--- config.mk ---
export PLATFORM = sky130hd
export DESIGN_NAME = fetch_stage
export DESIGN_NICKNAME = d
export VERILOG_FILES = /design/src/rtl/fetch_stage.sv
export SDC_FILE = /design/constraint.sdc
export NUM_CORES = 1
export LEC_CHECK = 0
export BUFFER_PORTS_ARGS = -buffer_cell sky130_fd_sc_hd__buf_4
export CAP_MARGIN = 15
export CELL_PAD_IN_SITES_DETAIL_PLACEMENT = 1
export CELL_PAD_IN_SITES_GLOBAL_PLACEMENT = 1
export CORE_AREA = 2 2 118 120
export CTS_CLUSTER_SIZE = 24
export DETAILED_ROUTE_END_ITERATION = 16
export DIE_AREA = 0 0 120 122
export PLACE_DENSITY_LB_ADDON = 0.1
export SETUP_SLACK_MARGIN = 0.3
export SKIP_LAST_GASP = 1
export SLEW_MARGIN = 40
export SYNTH_ARGS = -nofsm -noshare
export SYNTH_HDL_FRONTEND = slang
export SYNTH_SLANG_ARGS = --single-unit
--- constraint.sdc ---
create_clock -name clk_i -period 2.46 [get_ports clk_i]
set_input_delay 0.246 -clock clk_i [delete_from_list [all_inputs] [get_ports clk_i]]
set_output_delay 0.246 -clock clk_i [all_outputs]
set_load 0.1 [all_outputs]
--- src/rtl/fetch_stage.sv ---
// Instruction fetch stage: PC register with branch/stall priority and the IF/ID pipeline register.
// Memory read is combinational on imem_addr_o; decode sees the registered word one cycle later.
module fetch_stage #(
  parameter logic [31:0] RESET_PC  = 32'h0000_0000,
  parameter logic [31:0] NOP_INSTR = 32'h0000_0000
) (
  input  logic        clk_i,
  input  logic        rst_n,
  input  logic        stall_i,
  input  logic        flush_i,
  input  logic        branch_taken_i,
  input  logic [31:0] branch_target_i,
  output logic [31:0] imem_addr_o,
  input  logic [31:0] imem_data_i,
  output logic [31:0] instr_o,
  output logic [5:0]  instr_op_o,
  output logic [31:0] pc_plus4_o,
  output logic        valid_o
);

  logic [31:0] pc;
  logic [31:0] pc_next;
  logic [31:0] pc_inc;
  logic        squash;

  assign pc_inc      = pc + 32'd4;
  assign squash      = flush_i | branch_taken_i;
  assign imem_addr_o = pc;
  assign instr_op_o  = instr_o[31:26];

  // A taken branch wins over stall so the redirect can never be dropped.
  always_comb begin
    pc_next = pc_inc;
    if (branch_taken_i) begin
      pc_next = {branch_target_i[31:2], 2'b00};
    end else if (stall_i) begin
      pc_next = pc;
    end
  end

  always_ff @(posedge clk_i or negedge rst_n) begin
    if (!rst_n) begin
      pc <= RESET_PC;
    end else begin
      pc <= pc_next;
    end
  end

  // Squash beats stall: a flushed slot becomes a bubble even while the PC is frozen.
  always_ff @(posedge clk_i or negedge rst_n) begin
    if (!rst_n) begin
      instr_o    <= NOP_INSTR;
      pc_plus4_o <= 32'd0;
      valid_o    <= 1'b0;
    end else if (squash) begin
      instr_o    <= NOP_INSTR;
      pc_plus4_o <= 32'd0;
      valid_o    <= 1'b0;
    end else if (!stall_i) begin
      instr_o    <= imem_data_i;
      pc_plus4_o <= pc_inc;
      valid_o    <= 1'b1;
    end
  end

endmodule

==> flow_metrics.tcl, run 1 <==
set metrics [dict create \
    grt_pass1_vias 4158 \
    synth_edf_count 0 \
    rows 43 \
    avgSynthCellArea_um2 9.694 \
    worst_pin_slew_ps 615.5 \
    start_util_pct 36.18 \
    async_reset_ff_share_pct 100.0 \
    r2r_slack_ps 390 \
    finalMaxSlewViolations 0 \
    antenna_cells 0 \
    hold_viol 0 \
    grt_pass1_wl_um 22070 \
    hpwlAfterDp_um 9920 \
    cts_made_buffers 9 \
    synth_seq_cells 93 \
    routedWlPerCell_um 16.44 \
    fin_crit_sh_pct 84.00 \
    buffer_ports.inserted 165 \
    yosys.area.top_type "dfrtp_1" \
    min_period_ps 2067 \
    htreeDepth 3 \
    ios 172 \
    min_path_type "input port to flip-flop" \
    crit_end "imem_addr_o[28]" \
    yosys-top-cells-area "dfrtp_1 48%, mux2i_1 8.4%, xnor2_1 5.9%" \
    insertion_delay_ps 340 \
    worstSetupStartpointType "flip-flop" \
    yosysWarnings 0 \
    cp-end-kind "flip-flop" \
    final_cells 829 \
    worstSetupPathType "flip-flop to flip-flop" \
    tns_ps 0 \
    drc 0 \
    yosysMostFrequentCell "dfrtp_1" \
    fp.dieArea_um2 14640 \
    antenna_found_initial 0 \
    rsz0062_at_grt "yes" \
    viasPerCell 4.895 \
    grt_start_max_net_pins 70 \
    synth.distinct_cells 43 \
    worstReg2RegStart "imem_addr_o[2]" \
    fin_skew_ps 4.970 \
    synthesis.area_um2 4886 \
    die_h_um 122 \
    drt_wl_total_um 13630 \
    cp.arrival_ps 2280 \
    ant_nets 0 \
    power_density_nw_per_um2 682.2 \
    cts_tree "yes" \
    core_area_um2 13500 \
    crit_path_start "imem_addr_o[2]" \
    firstDrtPassIters 4 \
    synth_common_cells "93 x dfrtp_1, 59 x nor2_1, 41 x mux2i_1" \
    clockBufferDepth 2 \
    r2r-end "imem_addr_o[28]" \
    drt_iter0_drc 128 \
    place_ws_ps 399.7 \
    ir_drop_mv 0.2572 \
    maxCapViolations 0 \
    dieWidth_um 120 \
    drive_above_1_share_pct 35.59 \
    place_congestion 0.8030 \
    fill_cells 1541 \
    clk_transition_reported_paths_ps 60 \
    yosysSeqAreaShare_pct 47.63 \
    clockRootBuffer "clkbuf_16" \
    vias 4058 \
    synth_top_area_share_pct 47.63 \
    max_freq_mhz 483.9 \
    place_inst 811 \
    p_total_mw 4.454 \
    status "finished, final reports clean" \
    min_from "branch_target_i[10]" \
    fin_ws_ps 393.5 \
    clock_sink_count 93 \
    slew_headroom_pct 58.97 \
    grtUsageTotal_pct 19.31 \
    synth_flop_cell "dfrtp_1" \
    r2r.worst_path.cells 6 \
    layout.nets 714 \
    grt_remaining_overflow 0 \
    p_leak_nw 3.044 \
    syn_inst 504 \
    critPathMaxFanout 5 \
    area_delta_synth_final_pct 33.62 \
    required_ps 2680 \
    setup_violations 0 \
]
## metrics by stage
| step | utilization, % | area [µm²] | hold WS [ps] |
|---|---|---|---|
| after floorplan | - | 4959 | -49.59 |
| after global placement | 45.78 | 6182 | 267.9 |
| after detailed placement | 45.78 | 6182 | 266.5 |
| after CTS | 48.17 | 6505 | 99.12 |
| after global routing | 48.35 | 6529 | 123.7 |
| final | 48.35 | 6529 | 104.3 |
## power breakdown
group          internal, mW  switching (mW)  total (mW)
Clock                 0.870           0.584        1.45
Sequential             1.62           0.133        1.76
Combinational         0.317           0.926        1.24
## kinds of logic after synthesis
| family | after synthesis | share of synthesized area (%) |
|---|---|---|
| AO/OA/AOI/OAI | 66 | 7.708 |
| XOR/XNOR | 52 | 9.321 |
| adder cells (fa/ha/maj) | 1 | 0.2560 |
| buffers and inverters | 65 | 7.349 |
| flip-flops | 93 | 47.63 |
| multiplexers | 42 | 8.630 |
| other | 1 | 0.07675 |
| AND/OR/NAND/NOR | 184 | 19.03 |
## cells in the final DEF, fill, tap and decap left out, types with 2 or more instances in the layout
cell type | synthesis | routed
clkbuf_8 | 0 | 3
nor3_1 | 16 | 15
clkbuf_16 | 0 | 9
xor2_1 | 19 | 19
nand3_1 | 17 | 16
dfrtp_1 | 93 | 67
and3_1 | 3 | 3
o21a_1 | 10 | 10
o21ai_1 | 4 | 4
conb_1 | 1 | 4
xnor2_1 | 33 | 33
nor2b_1 | 10 | 10
nor4_2 | 3 | 3
nand3_4 | 2 | 2
mux2i_1 | 41 | 41
dfrtp_4 | 0 | 6
or3_1 | 3 | 3
nor4_1 | 7 | 7
dfrtp_2 | 0 | 20
o21ai_0 | 26 | 26
nor2_1 | 59 | 57
nand4_1 | 18 | 18
inv_1 | 14 | 14
buf_4 | 14 | 175
nor2_2 | 0 | 2
a21o_1 | 3 | 3
nand2_1 | 39 | 39
a21oi_1 | 20 | 20
## sequential cells by signal (all words and copies together) (netlist names)
signal,cells
instr_o,32
imem_addr_o,30
pc_plus4_o,30
valid_o,1
## routing by layer
layer	part of all wire (%)	GRT usage (%)
met5	0	0
met4	1.4	6.838
met3	4.9	3.230
met2	49	32.17
met1	45	25.45
## worst min path at each step
stage	end	slack, ps	cells after the start
floorplan	imem_addr_o[11]	-50	0
global placement	instr_o[2]	270	1
detailed placement	instr_o[2]	270	1
CTS	imem_addr_o[10]	100	3
global route	imem_addr_o[6]	120	3
finish	imem_addr_o[10]	100	3
## final cells by class
| cell class | count | area, µm² | share of cell area [%] |
|---|---|---|---|
| sequential | 93 | 2375 | 36.37 |
| multi-input combinational | 349 | 2228 | 34.13 |
| clock buffer | 13 | 270.3 | 4.140 |
| inverter | 14 | 52.55 | 0.8049 |
| timing repair buffer | 177 | 1335 | 20.45 |
| tap | 180 | 225.2 | 3.450 |
| clock inverter | 3 | 42.54 | 0.6516 |
## what timing repair did
action / in CTS / in global routing
setup buffers: 0 / 1
endpoints found under the setup margin: 0 / 12
hold endpoints to repair: 37 / 0
resized for setup: 0 / 3
hold buffers: 1 / 0
## worst max-delay path, cell delays in order (launching register included)
cell and delay, ps:
dfrtp_4 460, ha_2 250, nand4_1 190, or4_4 520, nor4_2 300, xnor2_1 150, o21ai_1 70
Note: power is estimated with default switching activity, not from simulation.
==> run 2, diff against run 1 <==
==> constraint.sdc (replaced) <==
create_clock -name clk_i -period 2.01 [get_ports clk_i]
set_input_delay 0.201 -clock clk_i [delete_from_list [all_inputs] [get_ports clk_i]]
set_output_delay 0.201 -clock clk_i [all_outputs]
set_load 0.1 [all_outputs]
==> run 2 against run 1 <==
Net effect: clock-buffer cell count is 4 lower; critical path depth is 4 higher; core utilization grew 6.7 points; register-to-register slack got worse by 310 ps; total power is 24% higher; die area stayed put; worst hold slack lost 51 ps; combinational power is 39% higher; first-iteration DRC count up 18%; critical path type unchanged; largest cell class is now multi-input gates; largest power group unchanged.
==> flow_metrics.tcl, run 2 (same netlist as run 1, synthesis figures left out) <==
set metrics [dict create \
    routedWlPerCell_um 18.03 \
    worst_pin_slew_ps 648.0 \
    min_period_ps 1924 \
    hold_path_end "imem_addr_o[12]" \
    maxCapViolations 0 \
    grt_remaining_overflow 0 \
    hpwlAfterDp_um 10440 \
    dieWidth_um 120 \
    required_ps 2230 \
    insertion_delay_ps 360 \
    layout.nets 768 \
    final_common_cell "buf_4" \
    antenna_cells 0 \
    critPathMaxFanout 10 \
    cp.arrival_ps 2140 \
    cts_tree "yes" \
    drt_iter0_drc 151 \
    place_congestion 0.7961 \
    status "finished, final reports clean" \
    crit_path_start "imem_addr_o[3]" \
    drive_above_1_share_pct 45.80 \
    largest_reg_flops 32 \
    buffer_ports.inserted 165 \
    grt_start_max_net_pins 69 \
    viasPerCell 5.022 \
    antenna_found_initial 0 \
    hold_viol 0 \
    rows 43 \
    grt_pass1_vias 4700 \
    start_util_pct 36.18 \
    drt_wl_total_um 15920 \
    htreeDepth 3 \
    clockRootBuffer "clkbuf_16" \
    slew_headroom_pct 56.80 \
    min_from "branch_target_i[12]" \
    r2r-end "imem_addr_o[30]" \
    r2r.worst_path.cells 10 \
    finalMaxSlewViolations 0 \
    power_density_nw_per_um2 742.2 \
    fp.dieArea_um2 14640 \
    finish.utilization_pct 55.04 \
    placed_area_um2 6482 \
    cp-end-kind "flip-flop" \
    clock_sink_count 93 \
    core_area_um2 13500 \
    area_delta_synth_final_pct 52.14 \
    clockBufferDepth 2 \
    max_freq_mhz 519.7 \
    fin_area_um2 7433 \
    p_leak_nw 3.565 \
    r2r_slack_ps 90 \
    firstDrtPassIters 4 \
    final_cell_mix "206 x buf_4, 67 x dfrtp_1, 54 x nor2_1" \
    largest_register "instr_o" \
    vias 4434 \
    clk_transition_reported_paths_ps 70 \
    setup_violations 0 \
    hold_depth 3 \
    min_path_type "input port to flip-flop" \
    grt_pass1_wl_um 24670 \
    ir_drop_mv 0.3721 \
    ant_nets 0 \
    worstSetupStartpointType "flip-flop" \
    rsz0062_at_grt "yes" \
    fin_crit_sh_pct 95.74 \
    cts_made_buffers 9 \
    drc 0 \
    die_h_um 122 \
    ios 172 \
    grtUsageTotal_pct 21.60 \
    worstReg2RegStart "imem_addr_o[3]" \
    fin_skew_ps 9.675 \
    worstSetupPathType "flip-flop to flip-flop" \
]
-- run 2: area by class of cell --
type / count / area, µm²
Multi-Input combinational cell: 349 / 2592
Inverter: 14 / 52.55
Timing Repair Buffer: 231 / 1873
Clock inverter: 7 / 55.05
Clock buffer: 9 / 225.2
Sequential cell: 93 / 2410
Tap cell: 180 / 225.2
Fill cell: 1508 / 6071
-- run 2: per-stage QoR --
stage                     setup TNS [ps]  setup WS [ps]  power (mW)  hold slack (ps)  instances
after detailed placement               0          44.74       3.788            206.3        825
after global routing              -87.01         -51.06       5.741            66.08        883
final                                  0          85.71       5.517            53.01        883
after CTS                              0          57.98       5.530            46.23        866
after floorplan                   -198.5         -86.43       3.359           -94.59        507
after global placement                 0          60.03       3.765            194.9        825
-- run 2: report_power, final --
group	switching [mW]	internal (mW)	total, mW
clock network	0.806	0.855	1.66
logic	1.24	0.475	1.72
registers	0.141	2.00	2.14
total	2.19	3.33	5.52
-- run 2: worst max-delay path by stage --
stage | end | slack [ps] | depth (start not counted)
CTS | imem_addr_o[26] | 60 | 6
floorplan | imem_addr_o[26] | -90 | 6
detailed placement | imem_addr_o[26] | 40 | 6
finish | imem_addr_o[30] | 90 | 10
global placement | imem_addr_o[24] | 60 | 6
global route | imem_addr_o[30] | -50 | 10
-- run 2: worst max-delay path, cell delays in order (launching register included) --
cell     delay [ps]
dfrtp_4         430
ha_4            140
nand4_1         110
buf_4           160
buf_4           130
nor4_4          160
buf_6           180
buf_4           120
nand2_1          70
xor2_1          200
o21ai_1          80
-- run 2: repair_timing --
action | CTS | global route
pin swaps | 27 | 32
resized for setup | 38 | 40
setup endpoints to repair | 43 | 48
cloned | 1 | 0
buffers inserted | 23 | 17
hold endpoints to repair | 35 | 0
hold buffers | 1 | 0
-- run 2: routing by layer --
layer | routed length (µm) | share of wire (%) | up-vias | global-route usage [%]
li1 | - | - | 2070 | -
met1 | 6567 | 41 | 2254 | 26.28
met2 | 8513 | 53 | 95 | 38.28
met3 | 630 | 4.0 | 15 | 4.120
met4 | 209 | 1.3 | 0 | 7.500
met5 | 0 | 0 | - | 0
==> run 3, diff against run 2 <==
--- a/config.mk
+++ b/config.mk
@@ -9,10 +9,10 @@
 export CAP_MARGIN = 15
 export CELL_PAD_IN_SITES_DETAIL_PLACEMENT = 1
 export CELL_PAD_IN_SITES_GLOBAL_PLACEMENT = 1
-export CORE_AREA = 2 2 118 120
+export CORE_AREA = 2 2 132 108
 export CTS_CLUSTER_SIZE = 24
 export DETAILED_ROUTE_END_ITERATION = 16
-export DIE_AREA = 0 0 120 122
+export DIE_AREA = 0 0 134 110
 export PLACE_DENSITY_LB_ADDON = 0.1
 export SETUP_SLACK_MARGIN = 0.3
 export SKIP_LAST_GASP = 1
==> run 3 against run 2 <==
Net effect: global-route usage fell by 0.55 points; design area fell by 2.5%; clock skew fell by 5.0 ps; total power fell by 1.1%; via count fell by 3.5%; sequential power barely moved; critical path type unchanged; largest power group unchanged.
==> flow_metrics.tcl, run 3 (same netlist as run 1, synthesis figures left out) <==
set metrics [dict create \
    largest_register "instr_o" \
    setup_violations 0 \
    ios 172 \
    crit_path_start "imem_addr_o[5]" \
    ant_nets 0 \
    worstReg2RegStart "imem_addr_o[5]" \
    htreeDepth 3 \
    layout.nets 745 \
    antenna_cells 0 \
    drc 0 \
    multiInputGateArea_um2 2628 \
    slew_headroom_pct 61.06 \
    final_cell_mix "190 x buf_4, 67 x dfrtp_1, 54 x nor2_1" \
    maxCapViolations 0 \
    start_util_pct 36.57 \
    r2r_slack_ps 30 \
    clock_sink_count 93 \
    routedWlPerCell_um 17.65 \
    cp-end-kind "flip-flop" \
    p_leak_nw 3.419 \
    worstSetupStartpointType "flip-flop" \
    final_common_cell "buf_4" \
    r2r-end "imem_addr_o[26]" \
    grt_pass1_vias 4515 \
    drive_above_1_share_pct 45.13 \
    max_freq_mhz 504.4 \
    fin_crit_sh_pct 98.63 \
    insertion_delay_ps 350 \
    grtUsageTotal_pct 21.05 \
    ir_drop_mv 0.3995 \
    fp.dieArea_um2 14740 \
    area_delta_synth_final_pct 48.37 \
    min_from "branch_target_i[2]" \
    drt_iter0_drc 163 \
    seq_area_um2 2410 \
    hold_viol 0 \
    grt_pass1_wl_um 24100 \
    required_ps 2240 \
    grt_remaining_overflow 0 \
    hpwlAfterDp_um 10680 \
    cp.arrival_ps 2210 \
    worst_pin_slew_ps 584.1 \
    cts_made_buffers 9 \
    r2r.worst_path.cells 5 \
    place_congestion 0.7958 \
    rows 38 \
    power_density_nw_per_um2 752.9 \
    viasPerCell 4.988 \
    clockBufferDepth 2 \
    finish.utilization_pct 54.26 \
    min_period_ps 1982 \
    buffer_ports.inserted 165 \
    vias 4280 \
    clk_transition_reported_paths_ps 60 \
    drt_wl_total_um 15150 \
    clockRootBuffer "clkbuf_16" \
    firstDrtPassIters 4 \
    tns_ps 0 \
    antenna_found_initial 0 \
    dieWidth_um 134 \
    min_path_type "input port to flip-flop" \
    die_h_um 110 \
    finalMaxSlewViolations 0 \
    hold_depth 3 \
    largest_reg_flops 32 \
    core_area_um2 13360 \
    status "finished, final reports clean" \
    fill_cells 1503 \
    rsz0062_at_grt "yes" \
    worst_hold_slack_ps 65.73 \
    grt_start_max_net_pins 44 \
    cts_tree "yes" \
    critPathMaxFanout 5 \
    crit_end "imem_addr_o[26]" \
    worstSetupPathType "flip-flop to flip-flop" \
    fin_skew_ps 4.659 \
]
run 3: changes by cell type in the layout (fill, tap and decap cells not counted), sizes merged:
cell / delta
inv: -4
clkbuf: +2
clkinvlp: -2
buf: -23
bufinv: +1
clkinv: +1
run 3: timing repair:
action,in CTS,in global routing
setup endpoints to repair,40,47
cloned,0,0
endpoints found under the hold margin,29,0
hold buffers,1,0
pin swaps,34,20
setup buffers,16,3
gates resized for setup,46,28
run 3: report_power, final:
group / switching (mW) / leakage (nW) / internal (mW)
combinational: 1.22 / 2.09 / 0.449
clock: 0.692 / 0.135 / 0.947
sequential: 0.155 / 1.20 / 2.00
run 3: worst min-delay path by stage:
stage                                  to  slack (ps)
after global placement    imem_addr_o[22]         170
after global routing       imem_addr_o[2]          70
final                      imem_addr_o[2]          70
after floorplan           imem_addr_o[11]         -90
after CTS                  imem_addr_o[9]          50
after detailed placement  imem_addr_o[22]         170
run 3: per-stage QoR:
| stage | setup WS (ps) | power [mW] | instance area, µm² | std cells |
|---|---|---|---|---|
| finish | 27.52 | 5.458 | 7249 | 858 |
| global route | -28.58 | 5.683 | 7249 | 858 |
| CTS | 67.46 | 5.504 | 7089 | 855 |
| detailed placement | 48.69 | 3.798 | 6487 | 824 |
| global placement | 85.23 | 3.769 | 6487 | 824 |
| floorplan | -86.43 | 3.359 | 5159 | 507 |
run 3: final cells by class:
| class | instances | area share [%] |
|---|---|---|
| Inverter | 14 | 0.7249 |
| Multi-Input combinational cell | 349 | 36.24 |
| Timing Repair Buffer | 208 | 22.92 |
| Clock inverter | 3 | 0.5523 |
| Tap cell | 180 | 3.107 |
| Clock buffer | 11 | 3.210 |
| Sequential cell | 93 | 33.24 |
run 3: routing by layer:
layer  part of all wire (%)  track usage, %  routed length, µm  vias to the layer above
met5                      0               0                  0                        -
met2                     50           35.27               7506                      110
met3                    5.6           5.853                847                       17
li1                       -               -                  -                     2029
met1                     44           27.25               6600                     2124
met4                    1.3           5.167                191                        0
run 3: critical path, stage by stage, from the launching register on:
cell,delay [ps]
dfrtp_4,410
nand4_1,230
or4_4,690
nor4_4,290
xnor2_1,170
o21ai_1,70
